$ cat src/rtl/vc_crossbar3_arbiter_pkg.sv
// Shared types, domain/destination encodings and arbitration helpers for the
// 3x3 domain-tagged crossbar arbiter.
package vc_crossbar3_arbiter_pkg;

   localparam logic       DOMAIN_L  = 1'b0;
   localparam logic       DOMAIN_H  = 1'b1;
   localparam logic [1:0] DEST_NONE = 2'd3;

   typedef enum logic {
      ARB_IDLE = 1'b0,
      ARB_BUSY = 1'b1
   } arb_state_e;

   typedef struct packed {
      logic       hit;
      logic [1:0] idx;
   } grant_t;

   // No-flow-down rule: only an H input into an L output is forbidden.
   function automatic logic domain_ok(input logic in_dom, input logic out_dom);
      return !(in_dom == DOMAIN_H && out_dom == DOMAIN_L);
   endfunction

   function automatic logic [1:0] next_rr(input logic [1:0] idx);
      return (idx == 2'd2) ? 2'd0 : idx + 2'd1;
   endfunction

   // First eligible requester searching ptr, ptr+1, ptr+2 (mod 3).
   function automatic grant_t rr_pick(input logic [2:0] elig, input logic [1:0] ptr);
      grant_t     g;
      logic [2:0] s;
      logic [1:0] cand;
      g = '0;
      for (int k = 2; k >= 0; k--) begin
         s    = {1'b0, ptr} + 3'(k);
         cand = (s >= 3'd3) ? 2'(s - 3'd3) : s[1:0];
         if (elig[cand]) begin
            g.hit = 1'b1;
            g.idx = cand;
         end
      end
      return g;
   endfunction

endpackage

$ cat src/rtl/vc_crossbar3_arbiter_if.sv
// Request/target handshake, crossbar select and violation-report bundle
// between the bus masters/targets and the crossbar arbiter.
interface vc_crossbar3_arbiter_if;
   logic [2:0] req_val;
   logic [5:0] req_dest;
   logic [2:0] req_last;
   logic [2:0] req_rdy;
   logic [2:0] in_domain;
   logic [2:0] out_domain;
   logic [2:0] out_val;
   logic [2:0] out_rdy;
   logic [1:0] sel0;
   logic [1:0] sel1;
   logic [1:0] sel2;
   logic       viol_val;
   logic [1:0] viol_src;
   logic [1:0] viol_dest;

   modport master (
      output req_val, req_dest, req_last, in_domain, out_domain, out_rdy,
      input  req_rdy, out_val, sel0, sel1, sel2, viol_val, viol_src, viol_dest
   );

   modport slave (
      input  req_val, req_dest, req_last, in_domain, out_domain, out_rdy,
      output req_rdy, out_val, sel0, sel1, sel2, viol_val, viol_src, viol_dest
   );
endinterface

$ cat src/rtl/vc_crossbar3_out_arb.sv
// Per-output round-robin arbiter: grant FSM, beat counter with forced release,
// and rising-edge detection of domain violations aimed at this output.
module vc_crossbar3_out_arb
   import vc_crossbar3_arbiter_pkg::*;
#(
   parameter int         p_max_beats = 16,
   parameter logic [1:0] out_idx     = 2'd0
) (
   input  logic       clk,
   input  logic       reset_n,
   input  logic [2:0] req_val,
   input  logic [5:0] req_dest,
   input  logic [2:0] req_last,
   input  logic [2:0] in_domain,
   input  logic       out_domain,
   input  logic       out_rdy,
   output logic       out_val,
   output logic [2:0] rdy_grant,
   output logic [1:0] sel,
   output logic [2:0] viol_hit
);

   localparam int cnt_w = $clog2(p_max_beats + 1);

   arb_state_e        state_q, state_d;
   logic [1:0]        rr_q, rr_d;
   logic [1:0]        owner_q, owner_d;
   logic [cnt_w-1:0]  cnt_q, cnt_d;
   logic [2:0]        offense_q;
   logic [2:0]        targeted, eligible, offense;
   logic              allowed, fire, flip;
   grant_t            pick;

   always_ff @(posedge clk or negedge reset_n) begin
      if (!reset_n) begin
         state_q   <= ARB_IDLE;
         rr_q      <= 2'd0;
         owner_q   <= 2'd0;
         cnt_q     <= '0;
         offense_q <= 3'b000;
      end else begin
         state_q   <= state_d;
         rr_q      <= rr_d;
         owner_q   <= owner_d;
         cnt_q     <= cnt_d;
         offense_q <= offense;
      end
   end

   always_comb begin
      for (int i = 0; i < 3; i++) begin
         targeted[i] = req_val[i] && (req_dest[2*i +: 2] != DEST_NONE) &&
                       (req_dest[2*i +: 2] == out_idx);
         eligible[i] = targeted[i] && domain_ok(in_domain[i], out_domain);
         offense[i]  = targeted[i] && !domain_ok(in_domain[i], out_domain);
      end
   end

   assign pick    = rr_pick(eligible, rr_q);
   assign allowed = domain_ok(in_domain[owner_q], out_domain);
   assign sel     = owner_q;

   // An owner that loses permission mid-packet is dropped without moving a beat.
   always_comb begin
      state_d   = state_q;
      rr_d      = rr_q;
      owner_d   = owner_q;
      cnt_d     = cnt_q;
      out_val   = 1'b0;
      rdy_grant = 3'b000;
      fire      = 1'b0;
      flip      = 1'b0;
      case (state_q)
         ARB_IDLE: begin
            if (pick.hit) begin
               state_d = ARB_BUSY;
               owner_d = pick.idx;
               cnt_d   = '0;
            end
         end
         ARB_BUSY: begin
            if (!allowed) begin
               flip    = 1'b1;
               state_d = ARB_IDLE;
               rr_d    = next_rr(owner_q);
            end else begin
               out_val            = req_val[owner_q];
               rdy_grant[owner_q] = out_rdy;
               fire               = req_val[owner_q] && out_rdy;
               if (fire) begin
                  if (req_last[owner_q] || (cnt_q == cnt_w'(p_max_beats - 1))) begin
                     state_d = ARB_IDLE;
                     rr_d    = next_rr(owner_q);
                  end else begin
                     cnt_d = cnt_q + cnt_w'(1);
                  end
               end
            end
         end
         default: state_d = ARB_IDLE;
      endcase
   end

   always_comb begin
      viol_hit = offense & ~offense_q;
      if (flip) viol_hit[owner_q] = 1'b1;
   end

endmodule

$ cat src/rtl/vc_crossbar3_arbiter.sv
// 3x3 domain-tagged crossbar sequencer: three per-output arbiters, merged
// input-ready, and a registered lowest-input-first violation report.
module vc_crossbar3_arbiter
   import vc_crossbar3_arbiter_pkg::*;
#(
   parameter int p_max_beats = 16
) (
   input logic                   clk,
   input logic                   reset_n,
   vc_crossbar3_arbiter_if.slave bus
);

   logic [2:0] out_val_w;
   logic [2:0] rdy_grant [3];
   logic [2:0] viol_hit  [3];
   logic [1:0] sel_w     [3];
   logic       viol_any;
   logic [1:0] src_d, dest_d;
   logic       viol_val_q;
   logic [1:0] viol_src_q, viol_dest_q;

   for (genvar j = 0; j < 3; j++) begin : g_out
      vc_crossbar3_out_arb #(
         .p_max_beats (p_max_beats),
         .out_idx     (2'(j))
      ) u_arb (
         .clk        (clk),
         .reset_n    (reset_n),
         .req_val    (bus.req_val),
         .req_dest   (bus.req_dest),
         .req_last   (bus.req_last),
         .in_domain  (bus.in_domain),
         .out_domain (bus.out_domain[j]),
         .out_rdy    (bus.out_rdy[j]),
         .out_val    (out_val_w[j]),
         .rdy_grant  (rdy_grant[j]),
         .sel        (sel_w[j]),
         .viol_hit   (viol_hit[j])
      );
   end

   assign bus.out_val   = out_val_w;
   assign bus.req_rdy   = rdy_grant[0] | rdy_grant[1] | rdy_grant[2];
   assign bus.sel0      = sel_w[0];
   assign bus.sel1      = sel_w[1];
   assign bus.sel2      = sel_w[2];
   assign bus.viol_val  = viol_val_q;
   assign bus.viol_src  = viol_src_q;
   assign bus.viol_dest = viol_dest_q;

   // Scanned high-to-low so the lowest offending input ends up reported.
   always_comb begin
      viol_any = 1'b0;
      src_d    = 2'd0;
      dest_d   = 2'd0;
      for (int i = 2; i >= 0; i--) begin
         for (int j = 2; j >= 0; j--) begin
            if (viol_hit[j][i]) begin
               viol_any = 1'b1;
               src_d    = 2'(i);
               dest_d   = 2'(j);
            end
         end
      end
   end

   always_ff @(posedge clk or negedge reset_n) begin
      if (!reset_n) begin
         viol_val_q  <= 1'b0;
         viol_src_q  <= 2'd0;
         viol_dest_q <= 2'd0;
      end else begin
         viol_val_q <= viol_any;
         if (viol_any) begin
            viol_src_q  <= src_d;
            viol_dest_q <= dest_d;
         end
      end
   end

endmodule

$ cat src/flat_wrapper.sv
// flat-port wrapper written by rule: the top's interface ports become plain ports
module vc_crossbar3_arbiter_flat import vc_crossbar3_arbiter_pkg::*;
#(
   parameter int p_max_beats = 16
)
  (clk, reset_n, bus_req_val, bus_req_dest, bus_req_last, bus_in_domain, bus_out_domain, bus_out_rdy, bus_req_rdy, bus_out_val, bus_sel0, bus_sel1, bus_sel2, bus_viol_val, bus_viol_src, bus_viol_dest);
  vc_crossbar3_arbiter_if bus_i ();
  input logic clk;
  input logic reset_n;
  input wire logic [$bits(bus_i.req_val)-1:0] bus_req_val;
  input wire logic [$bits(bus_i.req_dest)-1:0] bus_req_dest;
  input wire logic [$bits(bus_i.req_last)-1:0] bus_req_last;
  input wire logic [$bits(bus_i.in_domain)-1:0] bus_in_domain;
  input wire logic [$bits(bus_i.out_domain)-1:0] bus_out_domain;
  input wire logic [$bits(bus_i.out_rdy)-1:0] bus_out_rdy;
  output wire logic [$bits(bus_i.req_rdy)-1:0] bus_req_rdy;
  output wire logic [$bits(bus_i.out_val)-1:0] bus_out_val;
  output wire logic [$bits(bus_i.sel0)-1:0] bus_sel0;
  output wire logic [$bits(bus_i.sel1)-1:0] bus_sel1;
  output wire logic [$bits(bus_i.sel2)-1:0] bus_sel2;
  output wire logic [$bits(bus_i.viol_val)-1:0] bus_viol_val;
  output wire logic [$bits(bus_i.viol_src)-1:0] bus_viol_src;
  output wire logic [$bits(bus_i.viol_dest)-1:0] bus_viol_dest;
  assign bus_i.req_val = bus_req_val;
  assign bus_i.req_dest = bus_req_dest;
  assign bus_i.req_last = bus_req_last;
  assign bus_i.in_domain = bus_in_domain;
  assign bus_i.out_domain = bus_out_domain;
  assign bus_i.out_rdy = bus_out_rdy;
  assign bus_req_rdy = bus_i.req_rdy;
  assign bus_out_val = bus_i.out_val;
  assign bus_sel0 = bus_i.sel0;
  assign bus_sel1 = bus_i.sel1;
  assign bus_sel2 = bus_i.sel2;
  assign bus_viol_val = bus_i.viol_val;
  assign bus_viol_src = bus_i.viol_src;
  assign bus_viol_dest = bus_i.viol_dest;
  vc_crossbar3_arbiter #(.p_max_beats(p_max_beats)) u_core (.clk(clk), .reset_n(reset_n), .bus(bus_i));
endmodule
$ cat config.mk
export PLATFORM = sky130hd
export DESIGN_NAME = vc_crossbar3_arbiter_flat
export DESIGN_NICKNAME = d
export VERILOG_FILES = /design/src/rtl/vc_crossbar3_arbiter_pkg.sv /design/src/rtl/vc_crossbar3_arbiter_if.sv /design/src/rtl/vc_crossbar3_out_arb.sv /design/src/rtl/vc_crossbar3_arbiter.sv /design/src/flat_wrapper.sv
export SDC_FILE = /design/constraint.sdc
export NUM_CORES = 1
export LEC_CHECK = 0
export CORE_MARGIN = 2
export CORE_UTILIZATION = 61
export DETAILED_ROUTE_END_ITERATION = 10
export PLACE_DENSITY = 0.92
export SLEW_MARGIN = 30
export SYNTH_ARGS = -nofsm -noshare
export SYNTH_HDL_FRONTEND = slang
export SYNTH_SLANG_ARGS = --single-unit
$ cat constraint.sdc
create_clock -name clk -period 4.3 [get_ports clk]
set_input_delay 0.86 -clock clk [delete_from_list [all_inputs] [get_ports clk]]
set_output_delay 0.86 -clock clk [all_outputs]
set_load 0.005 [all_outputs]
==> results of run 1 <==
## state kept, by name (all words and copies together), names as in the netlist
name / count
u_core.g_out.u_arb.sel: 6
u_core.bus.viol_dest: 2
u_core.g_out.u_arb.offense_q: 9
u_core.bus.viol_src: 2
u_core.g_out.u_arb.cnt_q: 15
u_core.g_out.u_arb.rr_q: 6
u_core.g_out.u_arb.state_q: 3
u_core.bus.viol_val: 1
## final timing paths
| check | from | to | slack (ns) | cells after the start |
|---|---|---|---|---|
| min reg2reg | u_core.bus.viol_dest[0] | u_core.bus.viol_dest[0] | 0.53 | 1 |
| max in group asynchronous | reset_n | u_core.g_out[1].u_arb.offense_q[1] | 3.35 | 1 |
| min in group asynchronous | reset_n | u_core.g_out[0].u_arb.sel[1] | 0.54 | 1 |
| min | u_core.bus.viol_dest[0] | u_core.bus.viol_dest[0] | 0.53 | 1 |
| max reg2reg | u_core.g_out[0].u_arb.sel[1] | u_core.g_out[0].u_arb.cnt_q[3] | 1.85 | 5 |
| max | bus_in_domain[0] | bus_req_rdy[0] | 0.42 | 7 |
## report_power, final
| group | switching, mW | internal, mW |
|---|---|---|
| Combinational | 0.493 | 0.487 |
| Clock | 0.157 | 0.131 |
| Sequential | 0.162 | 0.513 |
| Total | 0.812 | 1.13 |
## cell families (layout without fill, tap and decap cells)
kind of cell,after synthesis,in the layout
flip-flops,44,44
AND/OR/NAND/NOR,148,148
buffers and inverters,47,78
multiplexers,20,20
adder cells (fa/ha/maj),16,16
XOR/XNOR,1,1
AO/OA/AOI/OAI,99,99
## final cells by class
type,instances,area [um2]
inverter,29,109
sequential,44,1100
clock inverter,1,7.51
tap,72,90.1
multi-input combinational,284,2060
clock buffer,7,86.3
timing repair buffer,41,403
fill,413,1550
## metal layers
layer | wire length [um] | vias to the layer above | global-route usage | share of wire
li1 | - | 1443 | - | -
met1 | 3570 | 1499 | 0.378 | 0.43
met2 | 3980 | 143 | 0.470 | 0.47
met3 | 579 | 26 | 0.0506 | 0.069
met4 | 262 | 0 | 0.114 | 0.031
met5 | 0 | - | 0 | 0
## stage by stage
stage / cell area (um2) / instances / util
3_3_place_gp: 3760 / 470 / 0.696
5_1_grt: 3860 / 478 / 0.714
4_1_cts: 3860 / 478 / 0.714
3_5_place_dp: 3760 / 470 / 0.696
2_1_floorplan: 3370 / 375 / -
6_report: 3860 / 478 / 0.714
## layout by cell type, fill, tap and decap left out, drive strengths merged, types with 4 or more instances in the layout
cell	count
nor3	6
or2	5
nand3	16
clkdlybuf4s50	38
o21ai	19
a21o	4
o22ai	6
a21oi	21
nor2b	12
mux2	12
and3b	4
nor3b	9
or3	9
clkbuf	7
o31ai	5
and3	4
nand3b	8
nand2b	16
inv	29
nor4bb	4
nand2	21
ha	14
nor2	16
dfrtp	44
mux2i	8
==> results.txt, run 1 <==
----------------------------------------------------
[Run status]
  Outcome ... finished clean

[Timing]
  Final hold vios ... 0
  Rel. slew slack ... 0.568
  Clock skew ... 0.00614 ns
  Fin crit period ... 3.88 ns
  Actual transition at the worst max-transition pin ... 0.647 ns
  Number of pins exceeding their max-slew limit in the final report ... 0
  Final TNS setup ... 0 ns
  Max frequency ... 258 MHz
  Worst-case setup margin in the final layout ... 0.422 ns
  Share of the cycle needed by the critical path after routing ... 0.902
  RSZ-0062 raised after global routing ... false
  Post-route worst hold slack ... 0.529 ns
  Setup violation total in the final timing report ... 0

[Clocking]
  Clock insertion delay at the later pin of the skew report ... 0.31 ns
  Cell at the root of the clock tree ... sky130_fd_sc_hd__clkbuf_8
  Total setup buffers inserted after CTS ... 0
  Number of sinks on the clock net ... 44
  Clk pin slew, worst setup/hold paths ... 0.08 ns
  PostCTS Resize Cnt ... 0
  Number of buffers created by CTS ... 5
  Buffer levels on the longest clock path ... 2
  CTS Hold Bufs ... 0
  H-tree lvl count ... 2
  TritonCTS clock tree ... built

[Run]
  Number of maximum-capacitance constraint violations ... 0

[Synth]
  Fraction of synthesis flops using an asynchronous set or reset pin ... 1.00
  Most frequent cells after synthesis ... sky130_fd_sc_hd__dfrtp_1, sky130_fd_sc_hd__inv_1, sky130_fd_sc_hd__nand2_1, sky130_fd_sc_hd__a21oi_1, sky130_fd_sc_hd__o21ai_0
  Synthesized flop and latch total ... 44
  Post-synth EDFFs ... 0
  Post-synthesis share of cell area spent on full adders, half adders and majority gates ... 0.0583
  Compound-cell area share of the yosys netlist ... 0.215
  Post-synth design cell area ... 3370 um2
  Top cells by area, synth ... sky130_fd_sc_hd__dfrtp_1, sky130_fd_sc_hd__ha_1, sky130_fd_sc_hd__mux2_2, sky130_fd_sc_hd__inv_1, sky130_fd_sc_hd__a21oi_1
  YS warnings ... 0
  Simple-gate share of the synthesized area ... 0.269
  Net count after synthesis ... 412
  Largest area contributor in the netlist ... sky130_fd_sc_hd__dfrtp_1
  Most instantiated library cell after synthesis ... sky130_fd_sc_hd__dfrtp_1
  Distinct cell type count of the synthesized netlist ... 74
  Post-Synthesis Cells ... 375
  Synth top area share ... 0.327
  Main combinational cell family by area after synthesis ... simple AND/OR/NAND/NOR gates
  Fraction of synthesized cell area in xor and xnor cells ... 0.00260
  Portion of netlist area occupied by mux cells ... 0.0672
  Primary flip-flop cell chosen by synthesis mapping ... sky130_fd_sc_hd__dfrtp_1
  Avg Synthesized Cell Area ... 8.99 um2
  Post-synthesis sequential area ratio ... 0.327

[Final layout]
  Net count of the finished layout ... 442
  Fraction of final layout cells sized beyond drive strength 1 ... 0.106
  Number of antenna diodes ... 0
  Area overhead of the layout relative to synthesis ... 14.5%

[Place]
  Detailed placer's ending HPWL ... 5.98 mm
  Weighted congestion at the end of routability-driven global placement ... 0.947
  Post-Place Worst Slack ... 0.438 ns
  Number of port buffers ... 39

[Global route]
  Largest net degree at the start of global routing ... 45
  GRT Residual Overflow ... 0
  Vias in the first global route ... 2983
  Number of antenna violations at the first check in global routing ... 0
  Wire length of the first global-routing pass ... 13.9 mm
  Global-route usage over all layers ... 0.287

[Route]
  Post-detailed-route DRC marker count ... 0
  Detail Route Antenna Nets ... 0
  Number of iterations in the first detailed-routing pass ... 5
  DR iter-0 viols ... 396
  WL per Instance ... 17.6 um
  Final Routed Wirelength ... 8.39 mm
  Vias/cell ... 6.51
  Via total after detailed routing ... 3111

[Setup path]
  Critical path data arrival time ... 3.02 ns
  Gate family responsible for the most delay along the worst path ... buffers and inverters
  Nature of the critical path startpoint ... input port
  Sequence of cells on the critical path ... clkdlybuf4s50_1 -> mux2i_1 -> or2_2 -> o21ai_0 -> inv_1 -> a211o_1 -> clkdlybuf4s50_1
  Longest individual stage delay on the worst path ... 0.66 ns
  Crit. End Element ... output pin
  Largest fanout on the critical path ... 9
  Worst Setup Path Type ... input port to output pin
  Data required time of the worst path ... 3.44 ns
  Most frequent CP cell ... sky130_fd_sc_hd__clkdlybuf4s50_1
  CP bufs+invs ... 3
  Cell with the biggest individual delay on the critical path ... sky130_fd_sc_hd__clkdlybuf4s50_1

[Die]
  Die span in x ... 78.3 um
  Io pins ... 40
  Die area ... 6130 um2
  Placeable core area ... 5410 um2
  Die boundary height ... 78.3 um
  Initial Utilization ... 0.623
  Total number of placement rows ... 27

[Power]
  Peak supply drop ... 263 uV
  Static Leakage ... 1.60 nW
  Power per unit of standard cell area ... 504 nW/um2
  Sum of internal, switching and leakage power ... 1.94 mW

[Hold path]
  Worst min path class ... register to register

----------------------------------------------------
No activity file was read; power rests on OpenSTA's default activity.
==> run 2: changes to the inputs <==
ABC_AREA = 0   (was unset)
ABC_CLOCK_PERIOD_IN_PS = 4300   (was unset)
==> results of run 2 <==
The final DEF is identical to that of run 1; final timing and power are the same.
==> patch 1, RTL diff (config.mk and constraints of run 1) <==
One comparison of `cnt_q` changes from == to >=.
--- a/src/rtl/vc_crossbar3_out_arb.sv
+++ b/src/rtl/vc_crossbar3_out_arb.sv
@@ -89,5 +89,5 @@
                fire               = req_val[owner_q] && out_rdy;
                if (fire) begin
-                  if (req_last[owner_q] || (cnt_q == cnt_w'(p_max_beats - 1))) begin
+                  if (req_last[owner_q] || (cnt_q >= cnt_w'(p_max_beats - 1))) begin
                      state_d = ARB_IDLE;
                      rr_d    = next_rr(owner_q);
Check against the original RTL: same outputs for any inputs over 4 cycles, from zero or initial values and one cycle with reset_n low; that may be too few to reach the edited logic, so the function may still have changed.
==> patch 1 against run 1 <==
Cell area increased by 2.1%; setup slack worse by 9.1 ps; routed wire length up 3.4%; clock skew is 1.6 ps higher; critical path depth is the same; register-to-register slack improved by 30 ps; total power up 5.4%; clock power down 5%; utilization up 0.14 points; synthesized area rose by 3.0%; first-iteration DRC count down 37%; sequential share of layout area shrank 0.58 points; hold slack got worse by 10 ps; sequential cell count unchanged; largest cell class unchanged.
==> patch 1: results (changes against run 1) <==
[critical_path]
timing.rr.start=u_core.g_out[2].u_arb.cnt_q[0]  ; was u_core.g_out[0].u_arb.sel[1]
arrival_ps=3030  ; was 3020 ps
r2r_cells=8  ; was 5
crit-reg2reg-capture=u_core.g_out[2].u_arb.cnt_q[0]  ; was u_core.g_out[0].u_arb.cnt_q[3]
ff2ff_setup_slack_ps=1880  ; was 1850 ps

[routing]
wirelength_um=8680  ; was 8390 um
num_vias=3234  ; was 3111
vias_per_cell=6.70  ; was 6.51
drt_iter0_markers=249  ; was 396

[pwr]
p_int_w=0.00120  ; was 0.00113 W
total_leakage_power_nw=1.59  ; was 1.60 nW
power.density_nw_per_um2=520  ; was 504 nW/um^2
ir_worst_vdd_mv=0.372  ; was 0.263 mV

[sta]
fin_skew_ps=7.71  ; was 6.14 ps
holdWs_ps=519  ; was 529 ps
worstMarginPinSlew_ps=586  ; was 647 ps

[place]
hpwl_um=6320  ; was 5980 um
pre_cts_ws_ps=419  ; was 438 ps
dpl.cell_count=475  ; was 470
routabilityCongestion=0.912  ; was 0.947
io_buffers=39  ; unchanged
place_area_um2=3850  ; was 3760 um^2

[grt]
grt_pass1_wl_um=13900  ; about the same
grt_pass1_vias=2977  ; was 2983
grt.total_usage_pct=27.9  ; was 28.7%

[logic_synthesis]
synth_commonest_cells=44 x dfrtp_1, 28 x nor2_1, 22 x inv_1  ; was 44 x dfrtp_1, 29 x inv_1, 21 x nand2_1
muxShareOfSynthArea_pct=7.10  ; was 6.72%
syn_nets=418  ; was 412
synth_compound_area_share_pct=21.5  ; about the same
post_synth_inst_count=381  ; was 375
synth-adder-area-share_pct=5.33  ; was 5.83%
synth_cell_types=77  ; was 74
synthXorXnorAreaFrac_pct=0.252  ; was 0.260%
yosysSeqAreaShare_pct=31.7  ; was 32.7%
synthTopCellsByArea=dfrtp_1 32%, ha_1 5.0%, nor2_1 3.0%, mux2_2 2.9%, mux2i_1 2.9%  ; was dfrtp_1 33%, ha_1 5.2%, mux2_2 3.3%, inv_1 3.2%, a21oi_1 3.0%
yosys_warnings=0  ; unchanged

[final_layout]
largestRegisters=u_core.g_out.u_arb.cnt_q: 15 flops, u_core.g_out.u_arb.offense_q: 9 flops  ; unchanged
drive_gt1_share_pct=7.79  ; was 10.6%
nNetsFinal=447  ; was 442

[cts]
clkLatencyLatePin_ps=300
clock_path_buffers=2  ; unchanged

[status]
status=complete, no violations  ; unchanged

[hold_path]
min_to=u_core.bus.viol_dest[1]  ; was u_core.bus.viol_dest[0]
hp-start=u_core.bus.viol_dest[1]  ; was u_core.bus.viol_dest[0]

patch 1: cell count changes after synthesis, sizes merged, moves of 6 or more:
cell,before,now
nand2b,16,10
nor2,16,28
a21oi,21,8
o211ai,1,8
or3,9,2
and2,2,9
inv,29,22
patch 1: metal layers:
metal | global-route usage, % | wire length, um | up-vias
met5 | 0 | 0 | -
met4 | 10.7 | 189 | 0
met3 | 4.19 | 558 | 22
met2 | 45.2 | 4140 | 161
met1 | 37.6 | 3790 | 1570
li1 | - | - | 1481
patch 1: power by group through the flow:
stage,Combinational (W),Sequential [W],Clock (W)
after floorplan,0.000833,0.000610,0
final,0.00107,0.000702,0.000275
after detailed placement,0.00106,0.000701,0
after global placement,0.00102,0.000695,0
after CTS,0.00106,0.000694,0.000276
after global routing,0.00117,0.000719,0.000290
patch 1: area by class of cell:
type	instances	area [um^2]
Timing Repair Buffer	40	395
Clock buffer	8	90.1
Fill cell	411	1570
Inverter	22	82.6
Multi-Input combinational cell	297	2180
Tap cell	72	90.1
Sequential cell	44	1100
patch 1: how the worst max path moves through the flow:
stage / from / endpoint / slack [ps] / cells past startpoint
after floorplan: bus_in_domain[2] / bus_out_val[0] / 1770 / 5
after global placement: bus_in_domain[0] / bus_req_rdy[2] / 480 / 7
final: bus_in_domain[1] / bus_req_rdy[2] / 410 / 7
after detailed placement: bus_in_domain[0] / bus_req_rdy[2] / 420 / 7
after global routing: bus_in_domain[1] / bus_req_rdy[2] / 260 / 7
after CTS: bus_in_domain[1] / bus_req_rdy[2] / 420 / 7
patch 1: worst max-delay path: stages:
cell	delay, ps
clkdlybuf4s50_1	580
mux2i_1	220
o2bb2ai_1	120
a21boi_2	370
nand3_1	120
o311ai_0	160
clkdlybuf4s50_1	590
==> patch 2, RTL diff (flow settings as in run 1) <==
Without the edit above. `p_max_beats` is set to 16 in 3 places; all go to 32.
--- a/src/rtl/vc_crossbar3_out_arb.sv
+++ b/src/rtl/vc_crossbar3_out_arb.sv
@@ -4,5 +4,5 @@
    import vc_crossbar3_arbiter_pkg::*;
 #(
-   parameter int         p_max_beats = 16,
+   parameter int         p_max_beats = 32,
    parameter logic [1:0] out_idx     = 2'd0
 ) (
--- a/src/rtl/vc_crossbar3_arbiter.sv
+++ b/src/rtl/vc_crossbar3_arbiter.sv
@@ -4,5 +4,5 @@
    import vc_crossbar3_arbiter_pkg::*;
 #(
-   parameter int p_max_beats = 16
+   parameter int p_max_beats = 32
 ) (
    input logic                   clk,
--- a/src/flat_wrapper.sv
+++ b/src/flat_wrapper.sv
@@ -2,5 +2,5 @@
 module vc_crossbar3_arbiter_flat import vc_crossbar3_arbiter_pkg::*;
 #(
-   parameter int p_max_beats = 16
+   parameter int p_max_beats = 32
 )
   (clk, reset_n, bus_req_val, bus_req_dest, bus_req_last, bus_in_domain, bus_out_domain, bus_out_rdy, bus_req_rdy, bus_out_val, bus_sel0, bus_sel1, bus_sel2, bus_viol_val, bus_viol_src, bus_viol_dest);
Check against the original RTL: same outputs for any inputs over 4 cycles, from zero or initial values and one cycle with reset_n low; that may be too few to reach the edited logic, so the function may still have changed.
==> patch 2 against run 1 <==
Total power grew 4.0%; routed wire length shrank 1.6%; register-to-register slack gained 190 ps; sequential cell count grew 3; first-iteration DRC count shrank 29%; setup slack gained 45 ps; synthesized area grew 1.5%; cell area is essentially flat; critical path type unchanged; largest cell class unchanged; largest power group unchanged; highest routed layer unchanged.
==> patch 2: results (changes against run 1) <==
[cts]
postCtsSetupBuffers=0  ; unchanged
cts_made_buffers=5  ; unchanged
htreeDepth=2  ; unchanged
cts_root_buf=clkbuf_8  ; unchanged
cts_resized=0  ; unchanged
clkLatencyLatePin_ps=300
clock_path_buffers=2  ; unchanged
path_clk_slew_ps=80  ; about the same

[critical_path]
path_max_fanout=10  ; was 9
arrival_ps=2970  ; was 3020 ps
cp_slowest_cell=clkdlybuf4s50_1  ; unchanged
worst_path_largest_cell_delay_ps=590  ; was 660 ps

[pwr]
total_leakage_power_nw=1.59  ; was 1.60 nW
ir_worst_vdd_mv=0.241  ; was 0.263 mV

[final_layout]
largestRegisters=u_core.g_out.u_arb.cnt_q: 18 flops, u_core.g_out.u_arb.offense_q: 9 flops  ; was u_core.g_out.u_arb.cnt_q: 15 flops, u_core.g_out.u_arb.offense_q: 9 flops
antennaDiodeCount=0  ; unchanged
nNetsFinal=450  ; was 442
drive_gt1_share_pct=6.71  ; was 10.6%

[routing]
num_vias=3135  ; was 3111
routedWlPerCell_um=16.9  ; was 17.6 um
drt_iter0_markers=281  ; was 396
ant_nets=0  ; unchanged
first_pass_iters=6  ; was 5

[logic_synthesis]
synth-adder-area-share_pct=4.32  ; was 5.83%
synthXorXnorAreaFrac_pct=1.54  ; was 0.260%
synth_compound_area_share_pct=20.6  ; was 21.5%
synth_cell_types=66  ; was 74
syn_nets=423  ; was 412
synthTopCellsByArea=dfrtp_1 34%, ha_1 4.0%, nand2_1 3.8%, o21ai_0 3.4%, mux2i_1 3.2%  ; was dfrtp_1 33%, ha_1 5.2%, mux2_2 3.3%, inv_1 3.2%, a21oi_1 3.0%
synth-async-reset-ratio_pct=100  ; unchanged
synth_enable_flop_cells=0  ; unchanged
muxShareOfSynthArea_pct=5.85  ; was 6.72%
yosysSeqAreaShare_pct=34.4  ; was 32.7%
yosys_warnings=0  ; unchanged
synth_commonest_cells=47 x dfrtp_1, 35 x nand2_1, 26 x nor2_1  ; was 44 x dfrtp_1, 29 x inv_1, 21 x nand2_1

[sta]
worstMarginPinSlew_ps=721  ; was 647 ps
fin_skew_ps=5.94  ; was 6.14 ps

[grt]
grt_pass1_wl_um=13600  ; was 13900 um
grt_pass1_vias=3013  ; was 2983
antenna_found_initial=0  ; unchanged
grt_max_degree=48  ; was 45
grt.total_usage_pct=27.2  ; was 28.7%

[status]
status=complete, no violations  ; unchanged

[place]
place_area_um2=3780  ; was 3760 um^2
io_buffers=39  ; unchanged
hpwl_um=6270  ; was 5980 um
routabilityCongestion=0.917  ; was 0.947

[hold_path]
hold_class=register to register  ; unchanged

-- patch 2: cell count changes in the layout (fill, tap and decap cells not counted), moves of 5 or more --
cell              run 1  this run
or2_2                 5         0
inv_1                29        23
a31oi_1               2         7
nand2b_1             16        11
nand2_1              21        35
o31ai_1               5         0
nor2_1               16        26
o2bb2ai_1             3         9
-- patch 2: path summary, 6_finish.rpt --
kind / startpoint / to / slack [ps] / cells after the start
worst max-delay path: bus_in_domain[0] / bus_req_rdy[0] / 470 / 7
worst min-delay path: u_core.bus.viol_dest[1] / u_core.bus.viol_dest[1] / 510 / 1
worst max register to register: u_core.g_out[0].u_arb.rr_q[0] / u_core.g_out[0].u_arb.sel[0] / 2040 / 8
worst min register to register: u_core.bus.viol_dest[1] / u_core.bus.viol_dest[1] / 510 / 1
max in group asynchronous: reset_n / u_core.g_out[1].u_arb.rr_q[0] / 3330 / 1
min in group asynchronous: reset_n / u_core.g_out[0].u_arb.sel[0] / 560 / 1
-- patch 2: stage by stage --
stage | std cells | power [W] | worst slack, ps | hold WS, ps
3_5_place_dp | 481 | 0.00174 | 502 | 497
4_1_cts | 489 | 0.00201 | 500 | 529
6_report | 489 | 0.00202 | 468 | 514
2_1_floorplan | 389 | 0.00143 | 1660 | 474
3_3_place_gp | 481 | 0.00170 | 616 | 469
5_1_grt | 489 | 0.00216 | 361 | 545
-- patch 2: worst max-delay path: cells and delay by family --
family	cells	cell delay (ps)
buf+inv	2	1090
simple gates	1	100
mux	1	210
compound gates	3	710
-- patch 2: layer usage --
| layer | up-vias | share of wire [%] | GRT usage, % |
|---|---|---|---|
| li1 | 1469 | - | - |
| met1 | 1490 | 43 | 35.3 |
| met2 | 159 | 49 | 47.1 |
| met3 | 17 | 6.4 | 3.41 |
| met4 | 0 | 1.6 | 9.14 |
| met5 | - | 0 | 0 |
-- patch 2: logic make-up after synthesis --
kind of cell	count (synthesis)
XOR/XNOR	6
AND/OR/NAND/NOR	161
multiplexers	19
flip-flops	47
buffers and inverters	42
adder cells (fa/ha/maj)	12
AO/OA/AOI/OAI	102
-- patch 2: layout make-up --
class                   instances  area (um^2)
multi-input cells             300         2040
fillers                       442         1610
flip-flops and latches         47         1180
repair buffers                 39          388
well taps                      72         90.1
inverters                      23         86.3
clock buffers                   7         76.3
clock inverters                 1         5.00
-- patch 2: where the power goes --
| part | internal, W | total, W | switching, W | leakage (nW) |
|---|---|---|---|---|
| Clock | 0.000114 | 0.000261 | 0.000147 | 0.0422 |
| Sequential | 0.000544 | 0.000713 | 0.000168 | 0.628 |
| Combinational | 0.000495 | 0.00105 | 0.000550 | 0.920 |
